[config.mk]
export PLATFORM = sky130hd
export DESIGN_NAME = pwmdac_mc
export DESIGN_NICKNAME = d
export VERILOG_FILES = /design/src/rtl/pwmdac_pkg.sv /design/src/rtl/pwmdac_chan.sv /design/src/rtl/pwmdac_mc.sv
export SDC_FILE = /design/constraint.sdc
export NUM_CORES = 1
export LEC_CHECK = 0
export CAP_MARGIN = 20
export CORE_ASPECT_RATIO = 1.1
export CORE_MARGIN = 4
export CORE_UTILIZATION = 40
export DETAILED_ROUTE_END_ITERATION = 6
export PLACE_DENSITY = 0.6
export SLEW_MARGIN = 20
export SYNTH_ARGS = -nofsm -noshare
export SYNTH_HDL_FRONTEND = slang
export SYNTH_SLANG_ARGS = --single-unit
export TNS_END_PERCENT = 100
[constraint.sdc]
create_clock -name clk -period 5.51 [get_ports clk]
set_clock_uncertainty 0.1 [all_clocks]
set_input_delay 1.102 -clock clk [delete_from_list [all_inputs] [get_ports clk]]
set_output_delay 1.102 -clock clk [all_outputs]
set_load 0.03 [all_outputs]
[src/rtl/pwmdac_pkg.sv]
// Shared types and constants for the pwmdac_mc multi-channel PWM DAC.
// The LFSR helpers are only used when PWMDAC_DITHER_EN is defined.
package pwmdac_pkg;

  typedef enum logic [0:0] {
    ST_IDLE = 1'b0,
    ST_RUN  = 1'b1
  } state_e;

  localparam int unsigned LFSR_W = 16;
  localparam logic [LFSR_W-1:0] LFSR_SEED = 16'hACE1;
  // Fibonacci taps 16,14,13,11 expressed as a bit mask over [15:0]
  localparam logic [LFSR_W-1:0] LFSR_TAPS = 16'hB400;

  function automatic logic [LFSR_W-1:0] lfsr_next(input logic [LFSR_W-1:0] s);
    return {s[LFSR_W-2:0], ^(s & LFSR_TAPS)};
  endfunction

endpackage

[src/rtl/pwmdac_chan.sv]
// One PWM channel: pending/active sample buffers, duty selection and the output comparator.
// With PWMDAC_DITHER_EN the duty is active+dither (saturated), latched once per PWM period.
module pwmdac_chan
  import pwmdac_pkg::*;
#(
  parameter int unsigned WIDTH = 8
) (
  input  logic             clk,
  input  logic             rst,
  input  logic             load_pend_i,
  input  logic             load_act_i,
`ifdef PWMDAC_DITHER_EN
  input  logic             latch_i,
  input  logic             dith_i,
`endif
  input  logic             run_i,
  input  logic [WIDTH-1:0] sample_i,
  input  logic [WIDTH-1:0] cnt_i,
  output logic             pwm_o
);

  logic [WIDTH-1:0] pend_q, pend_d;
  logic [WIDTH-1:0] active_q, active_d;
  logic [WIDTH-1:0] duty_s;
  logic             pwm_q, pwm_d;

`ifdef PWMDAC_DITHER_EN
  logic [WIDTH-1:0] duty_q, duty_d;

  function automatic logic [WIDTH-1:0] sat_add(input logic [WIDTH-1:0] a, input logic b);
    logic [WIDTH:0] sum;
    sum = {1'b0, a} + {{WIDTH{1'b0}}, b};
    return sum[WIDTH] ? {WIDTH{1'b1}} : sum[WIDTH-1:0];
  endfunction
`endif

  // Buffer updates, duty selection and comparator
  always_comb begin
    pend_d   = load_pend_i ? sample_i : pend_q;
    active_d = load_act_i ? pend_q : active_q;
`ifdef PWMDAC_DITHER_EN
    // Latch from active_d so a frame loaded at the wrap is used in the period it starts
    duty_d   = latch_i ? sat_add(active_d, dith_i) : duty_q;
    duty_s   = duty_q;
`else
    duty_s   = active_q;
`endif
    pwm_d    = run_i && (duty_s > cnt_i);
  end

  // Channel state registers
  always_ff @(posedge clk or posedge rst) begin
    if (rst) begin
      pend_q   <= {WIDTH{1'b0}};
      active_q <= {WIDTH{1'b0}};
      pwm_q    <= 1'b0;
`ifdef PWMDAC_DITHER_EN
      duty_q   <= {WIDTH{1'b0}};
`endif
    end else begin
      pend_q   <= pend_d;
      active_q <= active_d;
      pwm_q    <= pwm_d;
`ifdef PWMDAC_DITHER_EN
      duty_q   <= duty_d;
`endif
    end
  end

  assign pwm_o = pwm_q;

endmodule

[src/rtl/pwmdac_mc.sv]
// Multi-channel PWM DAC: shared period/repeat counters, run FSM and frame handshake.
// Optional PWMDAC_DITHER_EN adds a 16-bit LFSR dither stepped once per PWM period.
module pwmdac_mc
  import pwmdac_pkg::*;
#(
  parameter int unsigned WIDTH    = 8,
  parameter int unsigned CHANNELS = 2,
  parameter int unsigned REPEAT   = 4
) (
  input  logic                         clk,
  input  logic                         rst,
  input  logic                         en,
  input  logic [CHANNELS*WIDTH-1:0]    sample_i,
  input  logic                         sample_valid,
  output logic                         sample_ready,
  output logic [CHANNELS-1:0]          pwm_o,
  output logic                         frame_o,
  output logic                         underrun_o
);

  localparam int unsigned REP_W = (REPEAT > 1) ? $clog2(REPEAT) : 1;
  localparam logic [WIDTH-1:0] CNT_MAX = {WIDTH{1'b1}};
  localparam logic [WIDTH-1:0] CNT_ONE = WIDTH'(1);
  localparam logic [REP_W-1:0] REP_MAX = REP_W'(REPEAT - 1);
  localparam logic [REP_W-1:0] REP_ONE = REP_W'(1);

  state_e           state_q, state_d;
  logic [WIDTH-1:0] cnt_q, cnt_d;
  logic [REP_W-1:0] rep_q, rep_d;
  logic             pend_full_q, pend_full_d;
  logic             frame_q, frame_d;
  logic             underrun_q, underrun_d;
  logic             run_s, wrap_s, bound_s, accept_s, load_act_s;

`ifdef PWMDAC_DITHER_EN
  logic [LFSR_W-1:0] lfsr_q, lfsr_d;
`endif

  // Next-state logic for FSM, counters, handshake and strobes
  always_comb begin
    state_d = state_q;
    case (state_q)
      ST_IDLE: state_d = en ? ST_RUN : ST_IDLE;
      ST_RUN:  state_d = en ? ST_RUN : ST_IDLE;
      default: state_d = ST_IDLE;
    endcase

    // en gates the current cycle too, so dropping it blanks pwm_o on the very next edge
    run_s      = (state_q == ST_RUN) && en;
    wrap_s     = run_s && (cnt_q == CNT_MAX);
    bound_s    = wrap_s && (rep_q == REP_MAX);
    accept_s   = sample_valid && !pend_full_q;
    load_act_s = bound_s && pend_full_q;

    cnt_d = run_s ? (cnt_q + CNT_ONE) : {WIDTH{1'b0}};
    if (!run_s) begin
      rep_d = {REP_W{1'b0}};
    end else if (wrap_s) begin
      rep_d = (rep_q == REP_MAX) ? {REP_W{1'b0}} : (rep_q + REP_ONE);
    end else begin
      rep_d = rep_q;
    end

    if (accept_s) begin
      pend_full_d = 1'b1;
    end else if (load_act_s) begin
      pend_full_d = 1'b0;
    end else begin
      pend_full_d = pend_full_q;
    end

    frame_d    = load_act_s;
    underrun_d = bound_s && !pend_full_q;

`ifdef PWMDAC_DITHER_EN
    lfsr_d = wrap_s ? lfsr_next(lfsr_q) : lfsr_q;
`endif
  end

  // Shared control registers
  always_ff @(posedge clk or posedge rst) begin
    if (rst) begin
      state_q     <= ST_IDLE;
      cnt_q       <= {WIDTH{1'b0}};
      rep_q       <= {REP_W{1'b0}};
      pend_full_q <= 1'b0;
      frame_q     <= 1'b0;
      underrun_q  <= 1'b0;
`ifdef PWMDAC_DITHER_EN
      lfsr_q      <= LFSR_SEED;
`endif
    end else begin
      state_q     <= state_d;
      cnt_q       <= cnt_d;
      rep_q       <= rep_d;
      pend_full_q <= pend_full_d;
      frame_q     <= frame_d;
      underrun_q  <= underrun_d;
`ifdef PWMDAC_DITHER_EN
      lfsr_q      <= lfsr_d;
`endif
    end
  end

  assign sample_ready = !pend_full_q;
  assign frame_o      = frame_q;
  assign underrun_o   = underrun_q;

  for (genvar c = 0; c < CHANNELS; c++) begin : g_chan
    pwmdac_chan #(
      .WIDTH(WIDTH)
    ) u_chan (
      .clk        (clk),
      .rst        (rst),
      .load_pend_i(accept_s),
      .load_act_i (load_act_s),
`ifdef PWMDAC_DITHER_EN
      .latch_i    (wrap_s),
      .dith_i     (lfsr_q[c % LFSR_W]),
`endif
      .run_i      (run_s),
      .sample_i   (sample_i[c*WIDTH +: WIDTH]),
      .cnt_i      (cnt_q),
      .pwm_o      (pwm_o[c])
    );
  end

endmodule

Word level (Yosys, flattened, before mapping)
Cells that the tools add are included.
Widths: inputs -> output; s select.
{"block": "totals", "input_bits": 20, "wordCells": 36, "out_inout_bits": 5, "register_bits": 48}
{"block": "classes", "mux": 7, "order_cmp": 2, "reduce_logical": 10, "addsub": 2, "n_eq_ne": 3}
{"cell": "$gt 8x8->1", "n": 2}
{"cell": "$add 8x1->8 const B", "n": 1}
{"cell": "$eq 8x8->1 const B", "n": 1}
{"cell": "$logic_and 1x1->1", "n": 8}
{"cell": "$mux 8", "n": 1}
{"cell": "$mux 2", "n": 3}
{"cell": "$mux 1", "n": 3}
{"cell": "$add 2x1->2 const B", "n": 1}
{"cell": "$eq 2x2->1 const B", "n": 1}
{"cell": "$ne 2x2->1 const B", "n": 1}
{"cell": "$reduce_bool 2->1", "n": 1}
{"cell": "$logic_not 1->1", "n": 1}

Longest topological paths before layout
{"block": "depth", "depth_word": 6, "depth_mapped": 7}

Cells and area by module
Synthesis repeated with hierarchy kept, for this count alone.
{"block": "unflattened", "hier_cells": 184, "hier_area_um2": 2230.9}
{"mod": "pwmdac_chan", "area_per_inst_um2": 814.5, "instances": 2, "cells_each": 64}
{"mod": "pwmdac_mc", "area_per_inst_um2": 601.8, "instances": 1, "cells_each": 56}

Least setup slack after synthesis
OpenSTA, ideal clock, no wires.
{"block": "synth_path", "kind": "input -> register", "from": "input port sample_valid", "to": "register g_chan[0].u_chan.pend_q[0]", "path_buffers": 2, "setup_ns": 0.125, "arrival_time_ns": 2.045, "path_stages": 4, "setup_slack_ns": 3.240, "path_cell_list": "nor2b_1 -> clkbuf_1 -> buf_2 -> mux2_2"}
{"block": "synth_between", "elab_chain_len": 1}
{"item": "start, declared", "line_no": "pwmdac_mc.sv:14", "text": "input logic sample_valid,"}
{"item": "$logic_and 1x1->1", "line_no": "pwmdac_mc.sv:52", "text": "accept_s = sample_valid && !pend_full_q;"}
{"item": "end signal, assigned", "line_no": "pwmdac_chan.sv:54", "text": "pend_q <= {WIDTH{1'b0}};"}
{"item": "end signal, assigned", "line_no": "pwmdac_chan.sv:61", "text": "pend_q <= pend_d;"}
{"item": "end, declared", "line_no": "pwmdac_chan.sv:22", "text": "logic [WIDTH-1:0] pend_q, pend_d;"}
No other way between the ends.
A chain may end at the register's enable or synchronous reset.

Worst setup path after layout
{"block": "layout_path", "from": "register pend_full_q", "to": "output port sample_ready"}
{"block": "layout_between", "elab_chain_len": 1}
{"item": "start, declared", "line_no": "pwmdac_mc.sv:30", "text": "logic pend_full_q, pend_full_d;"}
{"item": "start signal, assigned", "line_no": "pwmdac_mc.sv:96", "text": "pend_full_q <= pend_full_d;"}
{"item": "$logic_not 1->1", "line_no": "pwmdac_mc.sv:105", "text": "assign sample_ready = !pend_full_q;"}
{"item": "end, declared", "line_no": "pwmdac_mc.sv:15", "text": "output logic sample_ready,"}
No other way between the ends.

==> run_results.csv <==
group,metric,value,unit
power,netSwitchingPower,0.131,mW
yosys,syn_area,2280,um2
worst_setup_path,worstPathRequired,4.31,ns
route,wl,3890,um
clocking,clk_pin_slew,0.08,ns
sta,fin_ws,2.85,ns
power,switching_share,20.0,%
placement,gp_congestion,0.788,
yosys,synth_async_sr_flop_share,100,%
layout,fillers,502,
layout,fin_util,48.6,%
route,drc_errors,0,
yosys,synth_warnings,0,
power,ir_drop,0.128,mV
layout,syn2layout_area_growth,16.6,%
die,die_w,80.0,um
power,p_per_area,246,nW/um2
clocking,cts.htree.levels,2,
sta,worstMarginPinSlew,0.810,ns
sta,min_period,2.66,ns
yosys,syn_nets,212,
power,p_total,0.655,mW
route,post_drt_wl_per_cell,14.2,um
die,die_h,87.2,um
yosys,yosysMostFrequentCell,"dfrtp_1",
grt,grt_pass1_wl,6810,um
worst_setup_path,worst-path-max-fanout,4,
die,start_util,41.7,%
route,dr_total_vias,1326,
clocking,cts_resized,0,
sta,hold_viol,0,
clocking,clk_latency,0.29,ns
yosys,yosysTopAreaCell,"dfrtp_1",
worst_setup_path,end_kind,"output pin",
yosys,synthCells,174,
grt,grt_pass1_vias,1431,
placement,placed_area,2560,um2
outcome,status,"finished clean",
yosys,synth_edf_count,0,
route,firstDrtPassIters,5,
clocking,cts_tree,"yes",
die,pin_count,25,
worst_setup_path,crit_type,"reg -> out",
clocking,cts_made_buffers,5,
sta,fin_crit_sh,48.3,%
sta,hold-worst-slack,0.405,ns
sta,setup_viol,0,
die,dieArea,6970,um2
power,internal-power,0.524,mW
route,ant_nets,0,
layout,stdcell_area,2660,um2
sta,rsz0062_at_grt,"false",
clocking,cts_hold_repair.buffers,0,
power,p_seq_share,57.4,%
layout,instances_no_fill,274,
clocking,cts_root_buf,"clkbuf_8",
clocking,clkSinkCount,48,
power,clock_power_share,36.1,%
yosys,synthTopCellsByCount,"dfrtp_1 (48), mux2_2 (24), ha_1 (18)",
yosys,yosys.area.top_type_share,52.7,%
sta,slew_viol_final,0,
grt,grt_max_degree,49,
worst_setup_path,start_kind,"register",
placement,port_buffers,24,
layout,antennaDiodeCount,0,
yosys,synthDistinctLibCells,28,
die,rows,28,
layout,layout.nets,238,
placement,pre_cts_ws,2.68,ns
yosys,synth_ff_type,"dfrtp_1",
sta,clock.fmax,376,MHz
grt,antenna_found_initial,0,
power,p_leak,1.23,nW
die,coreArea,5470,um2
grt,grt_overflow,0,
clocking,postCtsSetupRepairBufs,0,
sta,relSlewSlack,45.9,%
route,drt_iter0_drc,70,
layout,drive_gt1_share,23.1,%
yosys,ys_seq_area_share,52.7,%
power,p_comb_share,6.6,%
sta,fin_tns_setup,0,ns
yosys,synth-seq-cells,48,
grt,track_usage,12.6,%
job,max-cap-violations,0,
route,via_per_inst,4.84,
clocking,clockBufferDepth,2,
yosys,syn_area_per_cell,13.1,um2
placement,dp_cells,268,
worst_setup_path,cp.arrival,1.46,ns
min_path,hold_path_class,"reg -> reg",
placement,dp_hpwl,3000,um
yosys,synthTopCellsByArea,"dfrtp_1 (53%), mux2_2 (12%), ha_1 (9.9%), mux2_4 (5.3%), nor2_1 (2.1%)",
==> final cells by class <==
type	count	area [um2]	area share, %
tap	75	93.8	3.53
multi-input combinational	109	973	36.6
sequential	48	1200	45.2
timing repair buffer	25	248	9.32
clock inverter	1	30.0	1.13
clock buffer	5	68.8	2.59
inverter	11	42.5	1.60
==> routing by layer <==
| metal | global-route usage, % | wire, um | vias up |
|---|---|---|---|
| met5 | 0 | 0 | - |
| met4 | 4.61 | 74 | 0 |
| met3 | 2.69 | 134 | 9 |
| met2 | 21.5 | 1910 | 22 |
| met1 | 15.6 | 1770 | 639 |
| li1 | - | - | 656 |
==> critical path, stage by stage, from the launching register on <==
cell and delay, ns:
dfrtp_1 0.42, inv_1 0.08, clkdlybuf4s50_1 0.67
==> sequential cells by signal (all words and copies together) (netlist names) <==
name / cells
cnt_q: 8
frame_o: 1
g_chan.u_chan.active_q: 16
g_chan.u_chan.pend_q: 16
g_chan.u_chan.pwm_o: 2
pend_full_q: 1
rep_q: 2
state_q: 1
underrun_o: 1
==> cells by family after synthesis <==
| kind of cell | Yosys count | synth area share (%) |
|---|---|---|
| multiplexers | 34 | 18.0 |
| flip-flops | 48 | 52.7 |
| XOR/XNOR | 5 | 1.92 |
| buffers and inverters | 17 | 4.61 |
| AND/OR/NAND/NOR | 37 | 8.95 |
| AO/OA/AOI/OAI | 15 | 3.95 |
| adder cells (fa/ha/maj) | 18 | 9.88 |
==> final timing paths <==
check                                                             from                                  endpoint  slack, ns  depth (start not counted)
worst max-delay path                           pend_full_q$_DFFE_PP0P_                              sample_ready       2.85                          2
worst max register to register                      cnt_q[0]$_DFF_PP0_  g_chan[0].u_chan.active_q[7]$_DFFE_PP0P_       3.36                          5
max in group asynchronous                                          rst          g_chan[0].u_chan.pwm_o$_DFF_PP0_       3.67                          2
worst min register to register  g_chan[1].u_chan.pend_q[4]$_DFFE_PP0P_  g_chan[1].u_chan.active_q[4]$_DFFE_PP0P_       0.41                          1
worst min-delay path            g_chan[1].u_chan.pend_q[4]$_DFFE_PP0P_  g_chan[1].u_chan.active_q[4]$_DFFE_PP0P_       0.41                          1
min in group asynchronous                                          rst    g_chan[1].u_chan.pend_q[0]$_DFFE_PP0P_       1.16                          2
==> cells in the final DEF (no fill, tap or decap) <==
cell type,count
a21o_1,2
and4_1,1
ha_1,18
o21ai_0,2
clkbuf_8,5
o211ai_1,2
a21oi_1,7
and3_2,1
clkinv_2,1
and4_4,1
a211oi_1,2
inv_1,10
nor2_1,13
and3_1,1
mux2i_1,2
nand2_1,6
clkdlybuf4s50_1,24
and2_2,1
xnor2_1,5
bufinv_16,1
dfrtp_1,48
nand3_1,3
and3_4,2
mux2_2,24
nor2b_1,3
buf_4,1
nand4_1,4
and4_2,1
mux2_4,8
==> power groups by stage <==
stage	Sequential, mW	Combinational, mW	Clock (mW)
6_report	0.375	0.0429	0.236
5_1_grt	0.378	0.0482	0.256
4_1_cts	0.376	0.0440	0.244
3_5_place_dp	0.383	0.0439	0
3_3_place_gp	0.382	0.0421	0
2_1_floorplan	0.379	0.0252	0
(Power assumes the default switching activity.)
